## src/rtl/rom_responder.sv

```systemverilog
// rtl/rom_responder.sv - boot-ROM bus responder: snoops line reads, queues them, drives 8-beat fills.
// Optional: define ROM_SNOOP_HIT_EN to skip enqueue when a cache reports a hit.
`ifndef CMD_READ
`define CMD_READ  3'd1
`endif
`ifndef CMD_RDX
`define CMD_RDX   3'd2
`endif
`ifndef CMD_WRITE
`define CMD_WRITE 3'd3
`endif
`ifndef CMD_FILL
`define CMD_FILL  3'd4
`endif

module rom_responder #(
    parameter logic [25:0] ROM_BASE       = 26'h3FFC000,
    parameter int          ROM_LINES_LOG2 = 10,
    parameter int          QDEPTH_LOG2    = 2
) (
    input  logic                      clk,
    input  logic                      rst,
    input  logic                      bus_valid,
    input  logic                      bus_nack,
    input  logic                      bus_hit,
    input  logic [2:0]                bus_cmd,
    input  logic [4:0]                bus_tag,
    input  logic [25:0]               bus_addr,
    input  logic                      bus_rom_grant,
    output logic                      rom_bus_req,
    output logic [2:0]                rom_bus_cmd,
    output logic [4:0]                rom_bus_tag,
    output logic [25:0]               rom_bus_addr,
    output logic [63:0]               rom_bus_data,
    output logic                      rom_bus_nack,
    output logic                      rom_rd_en,
    output logic [ROM_LINES_LOG2+2:0] rom_rd_addr,
    input  logic [63:0]               rom_rd_data
);
    localparam int LW     = ROM_LINES_LOG2;
    localparam int QDEPTH = 1 << QDEPTH_LOG2;

    localparam logic [1:0] ST_IDLE = 2'd0;
    localparam logic [1:0] ST_REQ  = 2'd1;
    localparam logic [1:0] ST_XFER = 2'd2;

    logic [2:0]             cyc_r;
    logic [1:0]             state_r;
    logic [1:0]             state_nxt;
    logic [4:0]             q_tag  [QDEPTH];
    logic [LW-1:0]          q_line [QDEPTH];
    logic [QDEPTH_LOG2-1:0] rd_ptr_r;
    logic [QDEPTH_LOG2-1:0] wr_ptr_r;
    logic [QDEPTH_LOG2:0]   count_r;

    logic          last;
    logic          snoop_match;
    logic          q_full;
    logic          q_empty;
    logic          q_more;
    logic          hit_block;
    logic          enq;
    logic          pop;
    logic [4:0]    head_tag;
    logic [LW-1:0] head_line;
    logic [LW-1:0] next_line;

    assign last        = (cyc_r == 3'd7);
    assign snoop_match = bus_valid && (bus_cmd == `CMD_READ || bus_cmd == `CMD_RDX)
                         && (bus_addr[25:LW] == ROM_BASE[25:LW]);
    // count never exceeds QDEPTH, so its MSB alone flags full
    assign q_full      = count_r[QDEPTH_LOG2];
    assign q_empty     = (count_r == '0);
    assign q_more      = (count_r > (QDEPTH_LOG2+1)'(1));
    assign head_tag    = q_tag[rd_ptr_r];
    assign head_line   = q_line[rd_ptr_r];
    assign next_line   = q_line[rd_ptr_r + (QDEPTH_LOG2)'(1)];

`ifdef ROM_SNOOP_HIT_EN
    assign hit_block = bus_hit;
`else
    logic hit_unused;
    assign hit_unused = bus_hit;
    assign hit_block  = 1'b0;
`endif

    // nack is decided from our own queue state only, never from bus_nack/bus_hit
    assign rom_bus_nack = last && snoop_match && q_full;
    assign enq = last && snoop_match && !q_full && !bus_nack && !hit_block;
    assign pop = (state_r == ST_XFER) && last && !bus_nack;

    always_comb begin
        rom_bus_req  = 1'b0;
        rom_bus_cmd  = 3'd0;
        rom_bus_tag  = 5'd0;
        rom_bus_addr = 26'd0;
        rom_bus_data = 64'd0;
        rom_rd_en    = 1'b0;
        rom_rd_addr  = '0;
        state_nxt    = state_r;
        case (state_r)
            ST_IDLE: begin
                if (!q_empty) state_nxt = ST_REQ;
            end
            ST_REQ: begin
                rom_bus_req  = 1'b1;
                rom_bus_cmd  = `CMD_FILL;
                rom_bus_tag  = head_tag;
                rom_bus_addr = {ROM_BASE[25:LW], head_line};
                if (last && bus_rom_grant) begin
                    rom_rd_en   = 1'b1;
                    rom_rd_addr = {head_line, 3'd0};
                    state_nxt   = ST_XFER;
                end
            end
            ST_XFER: begin
                rom_bus_cmd  = `CMD_FILL;
                rom_bus_tag  = head_tag;
                rom_bus_addr = {ROM_BASE[25:LW], head_line};
                rom_bus_data = rom_rd_data;
                if (!last) begin
                    rom_rd_en   = 1'b1;
                    rom_rd_addr = {head_line, cyc_r + 3'd1};
                end else if (bus_nack) begin
                    state_nxt = ST_REQ;
                end else if (q_more) begin
                    // re-arbitrate now so the next fill can take the following slot
                    rom_bus_req = 1'b1;
                    if (bus_rom_grant) begin
                        rom_rd_en   = 1'b1;
                        rom_rd_addr = {next_line, 3'd0};
                        state_nxt   = ST_XFER;
                    end else begin
                        state_nxt = ST_REQ;
                    end
                end else begin
                    state_nxt = ST_IDLE;
                end
            end
            default: state_nxt = ST_IDLE;
        endcase
    end

    always_ff @(posedge clk or posedge rst) begin
        if (rst) begin
            cyc_r    <= 3'd0;
            state_r  <= ST_IDLE;
            rd_ptr_r <= '0;
            wr_ptr_r <= '0;
            count_r  <= '0;
        end else begin
            cyc_r   <= cyc_r + 3'd1;
            state_r <= state_nxt;
            if (enq) wr_ptr_r <= wr_ptr_r + (QDEPTH_LOG2)'(1);
            if (pop) rd_ptr_r <= rd_ptr_r + (QDEPTH_LOG2)'(1);
            case ({enq, pop})
                2'b10:   count_r <= count_r + (QDEPTH_LOG2+1)'(1);
                2'b01:   count_r <= count_r - (QDEPTH_LOG2+1)'(1);
                default: count_r <= count_r;
            endcase
        end
    end

    always_ff @(posedge clk) begin
        if (enq) begin
            q_tag[wr_ptr_r]  <= bus_tag;
            q_line[wr_ptr_r] <= bus_addr[LW-1:0];
        end
    end
endmodule
```

## config.mk

```make
export PLATFORM = sky130hd
export DESIGN_NAME = rom_responder
export DESIGN_NICKNAME = d
export VERILOG_FILES = /design/src/rtl/rom_responder.sv
export SDC_FILE = /design/constraint.sdc
export NUM_CORES = 1
export LEC_CHECK = 0
export ABC_CLOCK_PERIOD_IN_PS = 2250
export CORE_MARGIN = 5
export CORE_UTILIZATION = 36
export DETAILED_ROUTE_END_ITERATION = 10
export PLACE_DENSITY = 0.81
export SLEW_MARGIN = 25
export SYNTH_ARGS = -nofsm -noshare
export SYNTH_HDL_FRONTEND = slang
export SYNTH_SLANG_ARGS = --single-unit
```

## constraint.sdc

```tcl
create_clock -name clk -period 2.25 [get_ports clk]
set_input_delay 0.3375 -clock clk [delete_from_list [all_inputs] [get_ports clk]]
set_output_delay 0.3375 -clock clk [all_outputs]
set_load 0.005 [all_outputs]
```

==> impl_metrics.tcl <==
set metrics [dict create \
    place_inst 711 \
    clock_sinks 72 \
    design.core.area_um2 11300 \
    min_path_type "input port to async pin" \
    critPathLaunch "bus_cmd[2]" \
    cts_root_buf "clkbuf_16" \
    synth.cell_area_um2 4110 \
    cap_viol_max_count 0 \
    failed_checks "negative setup slack" \
    rsz0062_at_grt "true" \
    start_util 0.363 \
    io_buffers 210 \
    power.share.clock 0.200 \
    track_usage 0.216 \
    p_per_area_nw_per_um2 867 \
    start_kind "input port" \
    synth_top_flop_cell "edfxtp_1" \
    cts_max_path_buffers 2 \
    synth_top_area_frac 0.439 \
    detailed_place_hpwl_um 10400 \
    p_int_w 0.00450 \
    drt-total-wl_um 15400 \
    ys_seq_elements 72 \
    synth_largest_area_cell "edfxtp_1" \
    ys_seq_area_frac 0.512 \
    syn2layout_area_growth_pct 84.3 \
    cts_tree "built" \
    worstPathArrival_ps 2550 \
    ios 218 \
    dpl_cell_area_um2 6610 \
    grt_pass1_wl_um 21900 \
    synth_warnings 0 \
    viasPerCell 4.77 \
    layout_setup_ws_ps -41.7 \
    fin_skew_ps 8.03 \
    grt_overflow 0 \
    dieWidth_um 117 \
    utilization 0.668 \
    critPathCaptureType "flop" \
    postSynthAreaPerCell_um2 11.7 \
    die_area_um2 13600 \
    p_comb_frac 0.568 \
    r2r-start "cyc_r[1]" \
    critPathMaxFanout 3 \
    wl_per_cell_um 19.8 \
    drt_iter0_markers 194 \
    layout_min_cycle_time_ps 2290 \
    yosys.cell_count.top_type "and2_1" \
    synth.distinct_cells 39 \
    drv_slew 0 \
    die_h_um 117 \
    crit_required_ps 2510 \
    holdWs_ps 322 \
    gp_congestion 0.874 \
    status "finished with violations" \
    final_area_um2 7560 \
    hold_viol_final 0 \
    finalSetupViolCount 3 \
    grt_max_degree 17 \
    reg2reg_slack_ps -20 \
    synthTopCellsByArea "edfxtp_1 (44%), and2_1 (11%), mux2i_1 (7.8%)" \
    synth-async-reset-ratio 0.167 \
    p_seq_frac 0.232 \
    synth_cells 350 \
    drive_gt1_frac 0.288 \
    stdcell_count 774 \
    ys_top_cells_by_count "and2_1 (71), edfxtp_1 (60), mux2i_1 (32)" \
    peakVddDrop_uv 672 \
    first_global_vias 3861 \
    antenna_left 0 \
    drc 0 \
    cts_buffers 9 \
    clock_latency_ps 340 \
    path_class "input port to flop" \
    rows 39 \
    dr.pass1.iters 5 \
    cts.clk_slew.worst_paths_ps 60 \
    p_leak_nw 3.26 \
    nets 742 \
    grt_antenna_before_repair 2 \
    fin_crit_sh 1.02 \
    switching_share 0.314 \
    synth-edff-count 60 \
    clock.fmax_mhz 436 \
    vias 3695 \
    p_sw_w 0.00206 \
    htree_levels 3 \
]
-- registers in the layout, indices dropped and copies added (netlist names) --
name / count
q_line: 40
q_tag: 20
count_r: 3
cyc_r: 3
rd_ptr_r: 2
state_r: 2
wr_ptr_r: 2
-- power by group through the flow --
stage	Sequential (W)	Clock, W	Combinational, W
CTS	0.00152	0.00130	0.00351
global route	0.00152	0.00139	0.00401
global placement	0.00153	0	0.00307
finish	0.00152	0.00131	0.00373
detailed placement	0.00154	0	0.00311
floorplan	0.00153	0	0.00136
-- stage by stage --
stage                     power (W)  setup TNS (ps)  setup WS [ps]
after CTS                   0.00633            -359          -98.2
after global placement      0.00460          -14890           -297
after global routing        0.00693           -1000           -116
after floorplan             0.00289               0           84.8
after detailed placement    0.00465          -17550           -350
final                       0.00656           -81.8          -41.7
-- layout by cell type, fill, tap and decap left out, drive strengths merged, types with 3 or more instances in the layout --
| master | count |
|---|---|
| and3 | 6 |
| and2 | 73 |
| buf | 98 |
| ha | 14 |
| nand2 | 15 |
| inv | 33 |
| mux4 | 5 |
| mux2i | 32 |
| dlygate4sd2 | 53 |
| clkdlybuf4s15 | 19 |
| mux2 | 11 |
| clkinv | 3 |
| clkbuf | 16 |
| nor2 | 4 |
| clkdlybuf4s50 | 116 |
| o211ai | 10 |
| o22ai | 10 |
| edfxtp | 60 |
| xnor2 | 5 |
| nor2b | 3 |
| dfrtp | 12 |
| conb | 6 |
| bufbuf | 3 |
-- logic make-up after synthesis --
family	Yosys count	share of synthesized area
mux	48	0.137
compound gates	28	0.0478
buf+inv	69	0.0835
xor+xnor	7	0.0149
fa+ha+maj	14	0.0427
flops	72	0.512
other cells	1	0.000913
simple gates	111	0.162
-- worst max-delay path, cell delays in order --
cell and delay (ps):
clkdlybuf4s50_1 400, or4b_1 580, nor4_4 200, and3_4 250
buf_4 130, inv_4 40, ha_4 160, mux2i_1 110
nor2_1 160, xor2_1 180
-- routing by layer --
layer,track usage,share of wire,up-vias,routed length [µm]
met5,0,0,-,0
met1,0.250,0.38,1761,5780
met2,0.389,0.53,168,8100
met4,0.0780,0.021,0,325
met3,0.0494,0.075,22,1150
li1,-,-,1744,-
-- area by class of cell --
type / instances / area (µm²)
Antenna cell: 2 / 5.00
Clock buffer: 10 / 229
Clock inverter: 6 / 42.5
Fill cell: 816 / 3760
Inverter: 31 / 119
Multi-Input combinational cell: 214 / 1920
Sequential cell: 72 / 2110
Tap cell: 143 / 179
Timing Repair Buffer: 296 / 2960
-- worst paths after layout --
check                         endpoint  depth (start not counted)
hold reg to reg               cyc_r[0]                          1
hold / removal              count_r[0]                          2
min in group clk              cyc_r[0]                          1
max in group asynchronous  rd_ptr_r[0]                          2
setup / recovery            count_r[2]                         10
setup reg to reg            count_r[2]                         13
-- repair_timing --
item                                    4_1_cts  5_1_grt
pin swaps                                    16       19
gates resized for setup                     188       72
cloned                                        7        1
buffers inserted                             28       16
endpoints found under the setup margin      141       94
hold buffers                                  0        0
(Power assumes the default switching activity.)
